## src/rtl/pixel_tap_pkg.sv

```systemverilog
// Shared types and defaults for the pixel tap sampler: line FSM states, tap/threshold defaults.
// No timing of its own; no flow control.
package pixel_tap_pkg;

  typedef enum logic [1:0] {
    IDLE   = 2'd0,
    ACTIVE = 2'd1,
    DONE   = 2'd2
  } line_state_t;

  localparam int DEF_LINE_LENGTH    = 1024;
  localparam int DEF_TAP0_INDEX     = 15;
  localparam int DEF_TAP1_INDEX     = 511;
  localparam int DEF_TAP2_INDEX     = 1023;
  localparam int DEF_THRESHOLD_HIGH = 160;
  localparam int DEF_THRESHOLD_LOW  = 96;
  localparam int DEF_STABLE_LINES   = 2;

  function automatic int ctr_width(input int n);
    return (n <= 2) ? 1 : $clog2(n);
  endfunction

endpackage

```

## src/rtl/tap_hysteresis_filter.sv

```systemverilog
// Threshold vote with hysteresis plus line-count debounce; sample updates on the edge that completes a line.
// Latency one cycle from line_complete; no backpressure, evaluated only when line_complete is high.
module tap_hysteresis_filter
  import pixel_tap_pkg::*;
#(
  parameter int THRESHOLD_HIGH = DEF_THRESHOLD_HIGH,
  parameter int THRESHOLD_LOW  = DEF_THRESHOLD_LOW,
  parameter int STABLE_LINES   = DEF_STABLE_LINES
) (
  input  logic       pixel_clock,
  input  logic       clear,
  input  logic       line_complete,
  input  logic [7:0] value,
  output logic       sample
);

  localparam int DW = ctr_width(STABLE_LINES);

  logic [DW-1:0] stable_count;
  logic          vote;

  // Values between the thresholds keep the current sample.
  always_comb begin
    vote = sample;
    if (value >= 8'(THRESHOLD_HIGH)) vote = 1'b1;
    else if (value <= 8'(THRESHOLD_LOW)) vote = 1'b0;
  end

  always_ff @(posedge pixel_clock) begin
    if (clear) begin
      sample       <= 1'b0;
      stable_count <= '0;
    end else if (line_complete) begin
      if (vote == sample) begin
        stable_count <= '0;
      end else if (stable_count == DW'(STABLE_LINES - 1)) begin
        sample       <= ~sample;
        stable_count <= '0;
      end else begin
        stable_count <= stable_count + DW'(1);
      end
    end
  end

endmodule

```

## src/rtl/pixel_tap_sampler.sv

```systemverilog
// Counts pixels per line, captures three tap intensities and emits filtered sample bits once per complete line.
// Strobe one cycle after the final pixel; no backpressure, pixels accepted whenever enable is high.
module pixel_tap_sampler
  import pixel_tap_pkg::*;
#(
  parameter int LINE_LENGTH    = DEF_LINE_LENGTH,
  parameter int TAP0_INDEX     = DEF_TAP0_INDEX,
  parameter int TAP1_INDEX     = DEF_TAP1_INDEX,
  parameter int TAP2_INDEX     = DEF_TAP2_INDEX,
  parameter int THRESHOLD_HIGH = DEF_THRESHOLD_HIGH,
  parameter int THRESHOLD_LOW  = DEF_THRESHOLD_LOW,
  parameter int STABLE_LINES   = DEF_STABLE_LINES
) (
  input  logic        pixel_clock,
  input  logic        clear,
  input  logic [7:0]  data,
  input  logic        enable,
  input  logic        line_start,
  output logic [23:0] tap_value,
  output logic [2:0]  tap_sample,
  output logic        sample_strobe,
  output logic        line_short,
  output logic        line_overrun
);

  localparam int CW = ctr_width(LINE_LENGTH);

  function automatic int tap_index(input int n);
    return (n == 0) ? TAP0_INDEX : (n == 1) ? TAP1_INDEX : TAP2_INDEX;
  endfunction

  line_state_t   state, state_next;
  logic [CW-1:0] count, count_next;
  logic [CW-1:0] idx;
  logic          accept;
  logic          line_complete;
  logic          set_short;
  logic          set_overrun;
  logic [23:0]   filt_value;

  always_ff @(posedge pixel_clock) begin
    if (clear) begin
      state <= IDLE;
      count <= '0;
    end else begin
      state <= state_next;
      count <= count_next;
    end
  end

  always_comb begin
    state_next    = state;
    count_next    = count;
    idx           = count;
    accept        = 1'b0;
    line_complete = 1'b0;
    set_short     = 1'b0;
    set_overrun   = 1'b0;
    if (enable) begin
      if (line_start) begin
        accept     = 1'b1;
        idx        = '0;
        count_next = CW'(1);
        state_next = ACTIVE;
        set_short  = (state == ACTIVE);
      end else begin
        case (state)
          ACTIVE: begin
            accept     = 1'b1;
            count_next = count + CW'(1);
            if (count == CW'(LINE_LENGTH - 1)) begin
              state_next    = DONE;
              line_complete = 1'b1;
            end
          end
          DONE:    set_overrun = 1'b1;
          default: ;
        endcase
      end
    end
  end

  always_ff @(posedge pixel_clock) begin
    if (clear) begin
      tap_value     <= '0;
      sample_strobe <= 1'b0;
      line_short    <= 1'b0;
      line_overrun  <= 1'b0;
    end else begin
      sample_strobe <= line_complete;
      if (set_short)   line_short   <= 1'b1;
      if (set_overrun) line_overrun <= 1'b1;
      for (int n = 0; n < 3; n++) begin
        if (accept && idx == CW'(tap_index(n))) tap_value[8*n +: 8] <= data;
      end
    end
  end

  for (genvar g = 0; g < 3; g++) begin : g_tap
    localparam int TI = (g == 0) ? TAP0_INDEX : (g == 1) ? TAP1_INDEX : TAP2_INDEX;

    // A tap on the last pixel is not yet registered when the line completes.
    if (TI == LINE_LENGTH - 1) begin : g_bypass
      assign filt_value[8*g +: 8] = data;
    end else begin : g_reg
      assign filt_value[8*g +: 8] = tap_value[8*g +: 8];
    end

    tap_hysteresis_filter #(
      .THRESHOLD_HIGH(THRESHOLD_HIGH),
      .THRESHOLD_LOW (THRESHOLD_LOW),
      .STABLE_LINES  (STABLE_LINES)
    ) u_filter (
      .pixel_clock  (pixel_clock),
      .clear        (clear),
      .line_complete(line_complete),
      .value        (filt_value[8*g +: 8]),
      .sample       (tap_sample[g])
    );
  end

endmodule

```

## config.mk

```make
export PLATFORM = sky130hd
export DESIGN_NAME = pixel_tap_sampler
export DESIGN_NICKNAME = d
export VERILOG_FILES = /design/src/rtl/pixel_tap_pkg.sv /design/src/rtl/tap_hysteresis_filter.sv /design/src/rtl/pixel_tap_sampler.sv
export SDC_FILE = /design/constraint.sdc
export NUM_CORES = 1
export LEC_CHECK = 0
export ABC_CLOCK_PERIOD_IN_PS = 2230
export BUFFER_PORTS_ARGS = -buffer_cell sky130_fd_sc_hd__clkbuf_2
export CAP_MARGIN = 0
export CORE_MARGIN = 2
export CORE_UTILIZATION = 50
export CTS_CLUSTER_SIZE = 14
export DETAILED_ROUTE_END_ITERATION = 10
export GPL_TIMING_DRIVEN = 0
export PLACE_DENSITY = 0.85
export SLEW_MARGIN = 40
export SYNTH_ARGS = -nofsm -noshare
export SYNTH_HDL_FRONTEND = slang
export SYNTH_SLANG_ARGS = --single-unit
```

## constraint.sdc

```tcl
create_clock -name pixel_clock -period 2.23 [get_ports pixel_clock]
set_clock_uncertainty 0.15 [all_clocks]
set_input_delay 0.1115 -clock pixel_clock [delete_from_list [all_inputs] [get_ports pixel_clock]]
set_output_delay 0.1115 -clock pixel_clock [all_outputs]
set_load 0.05 [all_outputs]
```

Word level (Yosys, flattened, before mapping):

Cells that the tools add are included.

* output and inout port bits: 30
* flip-flop bits (word level): 45

* order comparisons: 6
* mux-type cells: 31
* reductions and logical operators: 10
* $add $sub $neg: 4
* bitwise gates (word level): 6
* eq/ne operators: 9

Operators by type and width (count)
* two-way mux 10 bit: 4
* >= comparator 8 bit, second input constant: 3
* less-or-equal comparator 8 x 7 -> 1 bit, second input constant: 3
* two-way mux 1 bit: 24
* equality test 10 bit, second input constant: 2
* AND reduction 3 bit: 4
* adder 10 x 1 -> 10 bit, second input constant: 1
* equality test 10 x 4 -> 1 bit, second input constant: 1
* equality test 10 x 9 -> 1 bit, second input constant: 1
* two-way mux 2 bit: 3
* NOT 1 bit: 6
* nonzero test 2 bit: 2
* adder 1 bit, second input constant: 3
* equality test 1 bit: 3
* logical AND 1 bit: 3
* equality test 2 x 1 -> 1 bit, second input constant: 1
* equality test 2 bit, second input constant: 1
* AND reduction 2 bit: 1

Longest topological paths before layout:

* depth in word-level cells: 6
* depth in mapped cells: 7
* depth with buffers taken out: 5

Hierarchy:

A second synthesis with hierarchy kept.

* cell total of the unflattened synthesis: 228
* area total of the unflattened synthesis: 2117.0 um^2

Modules (own cells, without submodules)
* pixel_tap_sampler: instances 1, seq. area each 780.7 um^2, area an instance 1726.7 um^2, cells an instance 180
* tap_hysteresis_filter: instances 3, seq. area each 40.0 um^2, area an instance 130.1 um^2, cells an instance 16

Worst setup path before layout:

OpenSTA, ideal clock, no wires.

* kind: flip-flop to flip-flop
* start: register tap_value[9]
* end: register g_tap[1].u_filter.sample
* setup time: 0.123 ns
* path slack: 0.291 ns
* buffers on the path: 0
* cell stages (with the launch flop): 5
* arrival: 1.666 ns
* cell sequence: dfxtp_1 or4_1 o2111ai_1 nand4_1 mux2_1

* longest elaborated chain between the ends: 6
* elaborated cells between the ends (all ways): 7

Ends and longest elaborated chain
* start: declaration: RTL line pixel_tap_sampler.sv:19 `output logic [23:0] tap_value,`
* start signal: indexed assignment: RTL line pixel_tap_sampler.sv:94 `if (accept && idx == CW'(tap_index(n))) tap_value[8*n +: 8] <= data;`
* less-or-equal comparator 8 x 7 -> 1 bit: RTL line tap_hysteresis_filter.sv:26 `else if (value <= 8'(THRESHOLD_LOW)) vote = 1'b0;`
* two-way mux 1 bit: RTL line tap_hysteresis_filter.sv:26
* two-way mux 1 bit *: RTL line tap_hysteresis_filter.sv:25 `if (value >= 8'(THRESHOLD_HIGH)) vote = 1'b1;`
* equality test 1 bit *: RTL line tap_hysteresis_filter.sv:34 `if (vote == sample) begin`
* NOT 1 bit (no source line) *
* AND reduction 3 bit (no source line) *
* end signal: assignment: RTL line tap_hysteresis_filter.sv:37 `sample <= ~sample;`
* end: declaration: RTL line tap_hysteresis_filter.sv:14 `output logic sample`

Every way passes the cells marked *; elsewhere a longest branch is shown, timed or not.
A chain may end at the register's enable or synchronous reset.

Worst setup path in the final report:

* start: register count[4]
* end: register g_tap[2].u_filter.sample

* longest elaborated chain between the ends: 6

Ends and longest elaborated chain
* start: declaration: RTL line pixel_tap_sampler.sv:33 `logic [CW-1:0] count, count_next;`
* start signal: assignment: RTL line pixel_tap_sampler.sv:47 `count <= count_next;`
* equality test 10 bit: RTL line pixel_tap_sampler.sv:71 `if (count == CW'(LINE_LENGTH - 1)) begin`
* two-way mux 1 bit: RTL line pixel_tap_sampler.sv:71
* two-way mux 1 bit: RTL line pixel_tap_sampler.sv:67 `case (state)`
* two-way mux 1 bit: RTL line pixel_tap_sampler.sv:60 `if (line_start) begin`
* two-way mux 1 bit: RTL line pixel_tap_sampler.sv:59 `if (enable) begin`
* AND reduction 3 bit (no source line)
* end signal: assignment: RTL line tap_hysteresis_filter.sv:37
* end: declaration: RTL line tap_hysteresis_filter.sv:14

No other way between the ends.

==> impl_metrics.csv <==
group,metric,value,unit
final_layout,fin_nets,306,
sta,fmax,0.5052,GHz
critical_path,crit_family,"simple AND/OR/NAND/NOR gates",
sta,layout_min_cycle_time,1979,ps
global_route,grt_pass1_vias,1800,
sta,hold_viol,0,
sta,rsz0062_at_grt,"false",
yosys,syn_inst,238,
clock_tree,cts_buffer_depth,2,
sta,setup_tns,0,ps
yosys,synthTopCellsByArea,"dfxtp_1, a21oi_1, o21ai_0",
sta,drv_slew,0,
sta,min_period_over_period,88.76,%
clock_tree,cts_resized,0,
yosys,synth_warnings,0,
final_layout,area_delta_synth_final,22.09,%
critical_path,slowest_delay,540,ps
final_layout,antenna_cells,0,
status,status,"finished, final reports clean",
yosys,synth.top_cell.area_share,43.82,%
yosys,synthMuxAreaShare,3.104,%
clock_tree,clk_pin_slew,90,ps
clock_tree,cts.sinks,45,
final_layout,drive_gt1_share,20.07,%
yosys,synthSimpleGateAreaFrac,26.48,%
yosys,synthAdderAreaFrac,0.6086,%
yosys,ys.flop_type,"dfxtp_1",
sta,slew_headroom,44.96,%
clock_tree,cts_tree,"built",
placement,placed_cells,328,
yosys,synth-seq-cells,45,
final_layout,nFillCells,328,
die,core-area,3971,um2
critical_path,path_max_fanout,7,
hold_path,hold_path_class,"in2reg",
die,start_util,51.76,%
run,drv_cap,0,
yosys,synthXorXnorAreaFrac,1.704,%
yosys,synth-edff-count,0,
critical_path,cp.arrival,2010,ps
placement,dpl_cell_area,2318,um2
global_route,grt_usage,23.84,%
clock_tree,cts_hold_buf,8,
critical_path,cp-end-kind,"flop",
sta,finalSetupViolations,0,
critical_path,worstPathCellList,"nand4_4 -> nor4_4 -> nand4_1 -> mux2_1",
final_layout,fin_util,63.20,%
placement,routabilityCongestion,0.8481,
final_layout,final_cells,344,
final_layout,seq_area,900.9,um2
power_and_ir_drop,peakVddDrop,0.3683,mV
detailed_routing,drt_iter0_drc,237,
critical_path,critPathBufInv,0,
sta,tightest_slew,819.3,ps
clock_tree,ctsRootBufferMaster,"clkbuf_8",
detailed_routing,wl_per_cell,14.75,um
power_and_ir_drop,power_leakage,0.9380,nW
detailed_routing,via_per_inst,5.741,
critical_path,worstSetupStartpointType,"flop",
detailed_routing,vias,1975,
detailed_routing,ant_nets,0,
clock_tree,cts_buffers,5,
power_and_ir_drop,cellPowerDensity,601.3,nW/um2
clock_tree,worstSkewPairLatency,300,ps
yosys,synth-compound-area-share,20.63,%
die,ios,42,
yosys,synth_top_family_by_area,"simple AND/OR/NAND/NOR gates",
critical_path,r2r_slack,250,ps
final_layout,finalInstanceArea,2510,um2
yosys,synth_area,2056,um2
clock_tree,h-tree-depth,2,
yosys,async_flop_share,0,%
placement,hpwl,3.696,mm
critical_path,crit_path_top_delay_cell,"nor4_4",
die,row_count,23,
yosys,synth.distinct_cells,38,
detailed_routing,dr.pass1.iters,5,
yosys,synth_nets,251,
global_route,antenna_found_initial,0,
yosys,syn_area_per_cell,8.637,um2
final_layout,multi_input_area,1080,um2
detailed_routing,drc,0,
die,die-area,4640,um2
die,die_h,68.12,um
yosys,synth_top_area_cell,"dfxtp_1",
global_route,gr-total-overflow,0,
detailed_routing,wirelength,5.074,mm
global_route,grt_max_degree,15,
clock_tree,postCtsSetupBuffers,0,
yosys,seq_area_frac_synth,43.82,%
die,die_x,68.12,um
critical_path,cp.required,2270,ps
global_route,grt_first_pass_wirelength,8.307,mm
placement,io_buffers,40,
critical_path,critPathKind,"reg2reg",
==> flip-flops by register name (all words and copies together) (netlist names) <==
register / count
count: 10
line_short: 1
line_overrun: 1
state: 2
g_tap.u_filter.sample: 3
g_tap.u_filter.stable_count: 3
sample_strobe: 1
tap_value: 24
==> worst paths after layout <==
check,start,cells past startpoint,to
min reg2reg,g_tap[0].u_filter.stable_count,2,g_tap[0].u_filter.stable_count
min,clear,3,g_tap[1].u_filter.sample
max,count[4],4,g_tap[2].u_filter.sample
max reg2reg,count[4],4,g_tap[2].u_filter.sample
==> kinds of logic after synthesis <==
logic type                 after synthesis
AOI/OAI and AO/OA                       77
xor gates and xnor gates                 4
adders and majority gates                1
buffers and inverters                   16
DFF                                     45
muxes                                    6
and+or+nand+nor                         89
==> routing by layer <==
metal	track usage [%]	vias up	part of all wire [%]
met1	32.11	914	46
met3	6.414	9	6.0
li1	-	994	-
met4	7.750	0	1.4
met2	37.01	58	47
met5	0	-	0
==> placed cells by master (no fill, tap or decap), types with 3 or more instances in the layout <==
master         Yosys  routed
clkbuf_1           7       8
or4_1              5       5
xor2_1             4       4
nand3_1           28      28
buf_4              3       3
o211ai_1           3       3
nand4_1            4       4
clkbuf_2           0      40
dlygate4sd3_1      0       8
nor2_1            16      16
o2111ai_1          5       5
mux2_1             3       3
nand4b_1           3       3
mux2i_1            3       3
clkbuf_8           0       5
buf_2              3       3
nor2b_1            3       3
dfxtp_1           45      45
o21ai_0           31      31
a21oi_1           33      33
or3_1              6       6
nand2_1            8       8
inv_1              3       3
==> synthesized netlist by cell type, types with 3 or more instances <==
master / number
dfxtp_1: 45
a21oi_1: 33
o21ai_0: 31
nand3_1: 28
nor2_1: 16
nand2_1: 8
clkbuf_1: 7
or3_1: 6
o2111ai_1: 5
or4_1: 5
nand4_1: 4
xor2_1: 4
buf_2: 3
buf_4: 3
inv_1: 3
mux2_1: 3
mux2i_1: 3
nand4b_1: 3
nor2b_1: 3
o211ai_1: 3
==> power breakdown <==
part / switching, mW / leakage [nW] / internal [mW]
Sequential: 0.00454 / 0.363 / 0.806
Clock: 0.274 / 0.0554 / 0.336
Combinational: 0.0573 / 0.520 / 0.0315
Total: 0.335 / 0.938 / 1.17
==> area by class of cell <==
type                    instances  share of cell area, %
plain buffers                  13                  2.542
clock buffers                   6                  2.891
clock inverters                 2                  1.545
inverters                       3                 0.4487
multi-input cells             177                  43.02
flip-flops and latches         45                  35.89
well taps                      50                  2.493
repair buffers                 48                  11.17
==> worst register-to-register path, delay by kind of cell (launching register included) <==
family | cells | cell delay (ps)
AND/OR/NAND/NOR | 3 | 900
multiplexers | 1 | 340
flip-flops | 1 | 480
==> stage by stage <==
stage / hold WS [ps] / total power, mW / setup slack [ps]
floorplan: 109.2 / 0.8726 / 291.0
global placement: 266.3 / 0.9042 / 318.7
global route: 86.34 / 1.569 / 118.9
detailed placement: 270.9 / 0.9055 / 272.8
finish: 54.45 / 1.509 / 250.7
CTS: 49.95 / 1.514 / 246.2
Note: power is estimated with default switching activity, not from simulation.
